### config.mk
export PLATFORM = sky130hd
export DESIGN_NAME = l2_request_arbiter
export DESIGN_NICKNAME = d
export VERILOG_FILES = /design/src/rtl/l2_request_arbiter.sv
export SDC_FILE = /design/constraint.sdc
export NUM_CORES = 1
export LEC_CHECK = 0
export CAP_MARGIN = 10
export CORE_MARGIN = 2
export CORE_UTILIZATION = 40
export CTS_CLUSTER_SIZE = 25
export DETAILED_ROUTE_END_ITERATION = 16
export GPL_TIMING_DRIVEN = 0
export PLACE_DENSITY = 0.68
export SLEW_MARGIN = 20
export SYNTH_ARGS = -nofsm -noshare
export SYNTH_HDL_FRONTEND = slang
export SYNTH_SLANG_ARGS = --single-unit
export TNS_END_PERCENT = 20
### constraint.sdc
create_clock -name clk -period 2.75 [get_ports clk]
set_input_delay 0.55 -clock clk [delete_from_list [all_inputs] [get_ports clk]]
set_output_delay 0.55 -clock clk [all_outputs]
set_load 0.02 [all_outputs]
### src/rtl/l2_request_arbiter.sv
// l2_request_arbiter
//
// Shares the single L2 tag-stage entry slot between NUM_REQUESTERS core
// request ports and the bus interface's restart path. Each core port owns a
// one-entry holding buffer; restarted (filled) requests normally win, and a
// starvation counter bounds how many consecutive restart wins are allowed
// while any core buffer is waiting. One registered request per cycle is
// presented to the tag stage, and the whole selection path freezes on stall.
//
// Optional feature macro: L2_ARB_PERF_EN enables the two perf-event pulses on
// arb_perf_events; without it the port is tied to zero.
//
// Ports:
//   clk              rising-edge clock
//   reset            asynchronous active-low reset (0 = in reset)
//   req_valid        per-core request valid
//   req_packet       per-core request, core i in bits [i*PKT_W +: PKT_W]
//   req_ready        per-core holding buffer empty
//   restart_valid    restarted request pending
//   restart_packet   restarted request
//   restart_ack      restart taken this cycle (combinational)
//   stall            downstream pipeline stall
//   grant_valid      registered output request valid
//   grant_packet     registered output request
//   grant_is_restart output came from the restart path
//   grant_id         source core index (0 for restarts)
//   arb_perf_events  {core_starved, restart_preempt} single-cycle pulses
//
// Handshakes: a core transfer happens on a rising edge where req_valid[i] and
// req_ready[i] are both 1; req_ready depends only on buffer state, never on
// req_valid or stall. The restart source keeps restart_valid/restart_packet
// stable until a cycle in which restart_ack is 1; the transfer happens on
// that cycle's rising edge.

module l2_request_arbiter #(
  parameter int NUM_REQUESTERS = 4,
  parameter int STARVE_LIMIT   = 8,
  parameter int PKT_W          = 32
) (
  input  logic                                clk,
  input  logic                                reset,
  input  logic [NUM_REQUESTERS-1:0]           req_valid,
  input  logic [NUM_REQUESTERS*PKT_W-1:0]     req_packet,
  output logic [NUM_REQUESTERS-1:0]           req_ready,
  input  logic                                restart_valid,
  input  logic [PKT_W-1:0]                    restart_packet,
  output logic                                restart_ack,
  input  logic                                stall,
  output logic                                grant_valid,
  output logic [PKT_W-1:0]                    grant_packet,
  output logic                                grant_is_restart,
  output logic [$clog2(NUM_REQUESTERS)-1:0]   grant_id,
  output logic [1:0]                          arb_perf_events
);

  localparam int         IDW   = $clog2(NUM_REQUESTERS);
  localparam logic [7:0] LIMIT = 8'(STARVE_LIMIT);

  logic [NUM_REQUESTERS-1:0] occupied;
  logic [PKT_W-1:0]          buf_pkt [NUM_REQUESTERS];
  logic [IDW-1:0]            rr_ptr;
  logic [7:0]                starve_cnt;

  logic                      any_occ;
  logic                      restart_win;
  logic                      core_win;
  logic                      found;
  logic [IDW-1:0]            pick;
  logic [IDW-1:0]            idx;

  // Round-robin scan starting at rr_ptr; the index wraps naturally because
  // NUM_REQUESTERS is a power of two.
  always_comb begin
    pick  = '0;
    found = 1'b0;
    idx   = '0;
    for (int i = 0; i < NUM_REQUESTERS; i++) begin
      idx = rr_ptr + IDW'(i);
      if (!found && occupied[idx]) begin
        found = 1'b1;
        pick  = idx;
      end
    end
  end

  assign any_occ     = |occupied;
  // A restart loses only when cores are waiting and have already been
  // passed over STARVE_LIMIT times in a row.
  assign restart_win = !stall && restart_valid && (!any_occ || (starve_cnt < LIMIT));
  assign core_win    = !stall && !restart_win && found;
  assign restart_ack = restart_win;
  assign req_ready   = ~occupied;

  // Holding-buffer occupancy. Accept needs an empty buffer and dequeue needs
  // a full one, so the two never collide on the same port.
  always_ff @(posedge clk or negedge reset) begin
    if (!reset) begin
      occupied <= '0;
    end else begin
      for (int i = 0; i < NUM_REQUESTERS; i++) begin
        if (req_valid[i] && !occupied[i]) begin
          occupied[i] <= 1'b1;
        end else if (core_win && (pick == IDW'(i))) begin
          occupied[i] <= 1'b0;
        end
      end
    end
  end

  // Buffer payload only matters while occupied, so it carries no reset.
  always_ff @(posedge clk) begin
    for (int i = 0; i < NUM_REQUESTERS; i++) begin
      if (req_valid[i] && !occupied[i]) begin
        buf_pkt[i] <= req_packet[i*PKT_W +: PKT_W];
      end
    end
  end

  // Output grant register; holds its contents while stalled.
  always_ff @(posedge clk or negedge reset) begin
    if (!reset) begin
      grant_valid      <= 1'b0;
      grant_packet     <= '0;
      grant_is_restart <= 1'b0;
      grant_id         <= '0;
    end else if (!stall) begin
      if (restart_win) begin
        grant_valid      <= 1'b1;
        grant_packet     <= restart_packet;
        grant_is_restart <= 1'b1;
        grant_id         <= '0;
      end else if (core_win) begin
        grant_valid      <= 1'b1;
        grant_packet     <= buf_pkt[pick];
        grant_is_restart <= 1'b0;
        grant_id         <= pick;
      end else begin
        grant_valid      <= 1'b0;
        grant_is_restart <= 1'b0;
      end
    end
  end

  // Fairness state: round-robin pointer and consecutive-restart counter.
  always_ff @(posedge clk or negedge reset) begin
    if (!reset) begin
      rr_ptr     <= '0;
      starve_cnt <= '0;
    end else if (restart_win) begin
      if (!any_occ) begin
        starve_cnt <= '0;
      end else if (starve_cnt < LIMIT) begin
        starve_cnt <= starve_cnt + 8'd1;
      end
    end else if (core_win) begin
      rr_ptr     <= pick + IDW'(1);
      starve_cnt <= '0;
    end
  end

`ifdef L2_ARB_PERF_EN
  logic [1:0] perf_q;

  // Pulses line up with the grant they describe. A core winning while a
  // restart is pending can only happen once the counter has saturated.
  always_ff @(posedge clk or negedge reset) begin
    if (!reset) begin
      perf_q <= 2'b00;
    end else begin
      perf_q <= {core_win && restart_valid && (starve_cnt == LIMIT),
                 restart_win && any_occ};
    end
  end

  assign arb_perf_events = perf_q;
`else
  assign arb_perf_events = 2'b00;
`endif

endmodule

==> metrics.yaml <==
run_status:
  status: "finished, final reports clean"
hold_path:
  min_path_type: "input pin to asynchronous set/reset pin"
synth:
  synth.most_common_cell: "edfxtp_1"
  ys_ff_latch: 178
  netlist_top_cells_area: "edfxtp_1 54%, dfrtp_1 18%, mux2i_1 9.0%"
  yosys.area.top_type_share_pct: 54.0
  synth_area_um2: 7120
  async_flop_share_pct: 28.1
  synth_top_cell_by_area: "edfxtp_1"
  synth_edf_count: 128
  avgSynthCellArea_um2: 16.2
  yosys.cell_types.count: 36
  yosysWarnings: 0
  synthCells: 440
  synthTopCellsByCount: "128 x edfxtp_1, 64 x mux2i_1, 50 x dfrtp_1, 38 x o21ai_1, 32 x mux2_2"
  synth_flop_cell: "edfxtp_1"
  synth_seq_area_share_pct: 71.6
setup_path:
  start_kind: "flop"
  crit_required_ns: 2.20
  critPathKind: "flop to output pin"
  critPathMaxFanout: 18
  r2r_cells: 5
  crit_arrival_ns: 2.10
  crit_path_end_kind: "output pin"
clock_tree:
  clk_pin_slew_ns: 0.07
  clk_latency_ns: 0.42
  cts_root_buf: "clkbuf_16"
  clk_path_buf_depth: 2
  cts_inserted_buffers: 17
  cts_sinks: 178
  cts_hold_buf: 0
  h-tree-depth: 4
  cts_tree: "yes"
grt:
  met2_usage_pct: 34.5
  grt_overflow: 0
  grt_util_met3_pct: 4.34
  grt.busiest_layer: "met2"
  grt_pass1_vias: 4889
  grt_pass1_wl_um: 27200
  track_usage_pct: 20.0
  antenna_found_initial: 0
  use_met1_pct: 24.8
  grt_max_degree: 51
timing:
  period_minus_slack_ns: 2.65
  setup_viol: 0
  drv_slew: 0
  finalClockSkew_ns: 0.00736
  final_hold_viol_count: 0
  slew_headroom_pct: 34.2
  rsz0062_at_grt: "false"
  hold_ws_ns: 0.185
  fmax_mhz: 378
  worstMarginPinSlew_ns: 0.988
  finalCritPeriodShare_pct: 96.2
die:
  rows: 48
  core_area_um2: 17400
  initial_core_util_pct: 41.0
  die_x_um: 137
  dieArea_um2: 18900
  die-height_um: 137
  io_pins: 211
cells_and_area:
  area_growth_pct: 43.7
  instances_no_fill: 912
  fin_nets: 847
  multiInputGateArea_um2: 1840
  n_antenna_cell: 0
  fill_cells: 1328
  regArea_um2: 5100
  drive_gt1_share_pct: 16.0
route:
  first_pass_iters: 4
  drc: 0
  via_per_inst: 5.09
  via_count: 4641
  routedWlPerCell_um: 20.4
  drtAntennaViolNets: 0
  routed_wirelength_um: 18600
  drt_iter0_markers: 280
job:
  maxCapViolCount: 0
place:
  routabilityCongestion: 0.792
  dp.cells: 878
  hpwlAfterDp_um: 13400
  io_buffers: 208
power:
  power.leakage_nw: 3.99
  p_per_area_nw_per_um2: 1020
  vdd_ir_drop_max_mv: 0.518
-- cell usage in the layout, fill, tap and decap left out, types with 5 or more instances in the layout --
cell type        instances
clkdlybuf4s50_1        206
edfxtp_1               128
mux2i_1                 64
dfrtp_1                 47
o21ai_1                 38
mux2_2                  32
a22oi_1                 29
clkbuf_16               17
nand2_1                 13
buf_2                   12
nor2_1                   9
buf_4                    8
a21oi_1                  5
inv_1                    5
ha_1                     5
-- state kept, by name (all words and copies together), names as in the netlist --
register	flops
buf_pkt	128
grant_packet	32
starve_cnt	8
occupied	4
grant_id	2
rr_ptr	2
grant_is_restart	1
grant_valid	1
-- area by class of cell --
cell class,count,area share [%]
clock inverters,15,1.55
clock buffers,17,4.16
plain buffers,24,1.93
inverters,7,0.257
flip-flops and latches,178,49.8
repair buffers,215,21.5
multi-input cells,231,18.0
well taps,225,2.75
-- routing by layer --
layer | wire length [µm] | vias up | share of wire (%)
li1 | - | 2140 | -
met1 | 7620 | 2311 | 41
met4 | 416 | 0 | 2.2
met5 | 0 | - | 0
met3 | 1080 | 24 | 5.8
met2 | 9440 | 166 | 51
-- kinds of logic (layout without fill, tap and decap cells) --
logic type	after synthesis	in the layout	share of synthesized area [%]
compound gates	82	82	7.06
mux	96	96	14.1
fa+ha+maj	5	5	0.879
buf+inv	32	278	3.04
flops	178	178	71.6
simple gates	46	46	3.36
other cells	1	2	0.0527
-- critical path: stages, from the launching register on --
cell,delay [ns]
dfrtp_1,0.50
or4_4,0.48
o21ai_1,0.10
and2_4,0.17
buf_12,0.15
clkdlybuf4s15_2,0.27
-- worst paths after layout --
check | startpoint | to | slack (ns)
worst min register to register | starve_cnt[3] | starve_cnt[3] | 0.48
min in group clk | starve_cnt[3] | starve_cnt[3] | 0.48
worst min-delay path | reset | grant_packet[30] | 0.18
max in group asynchronous | reset | occupied[0] | 2.05
worst max register to register | occupied[1] | grant_packet[18] | 0.15
worst max-delay path | occupied[1] | restart_ack | 0.10
-- power breakdown --
part           internal, mW  switching, mW  total, mW
clock network          1.35           1.03       2.38
logic                  2.18           2.16       4.34
registers              3.41          0.252       3.66
total                  6.94           3.45       10.4
-- metrics by stage --
stage / util [%] / power (mW) / instance area (µm²) / TNS [ns] / setup slack, ns
after floorplan: - / 6.41 / 7120 / 0 / 0.328
after global placement: 54.7 / 7.92 / 9490 / -177.34 / -1.56
after detailed placement: 55.3 / 8.06 / 9600 / -0.301 / -0.301
after CTS: 58.8 / 10.5 / 10200 / 0 / 0.0195
after global routing: 58.9 / 10.9 / 10200 / 0 / 0.0176
final: 58.9 / 10.4 / 10200 / 0 / 0.104
-- repair_timing --
action,CTS,global route
setup buffers,1,2
resized for setup,8,3
setup endpoints to repair,1,1
(Power assumes the default switching activity.)
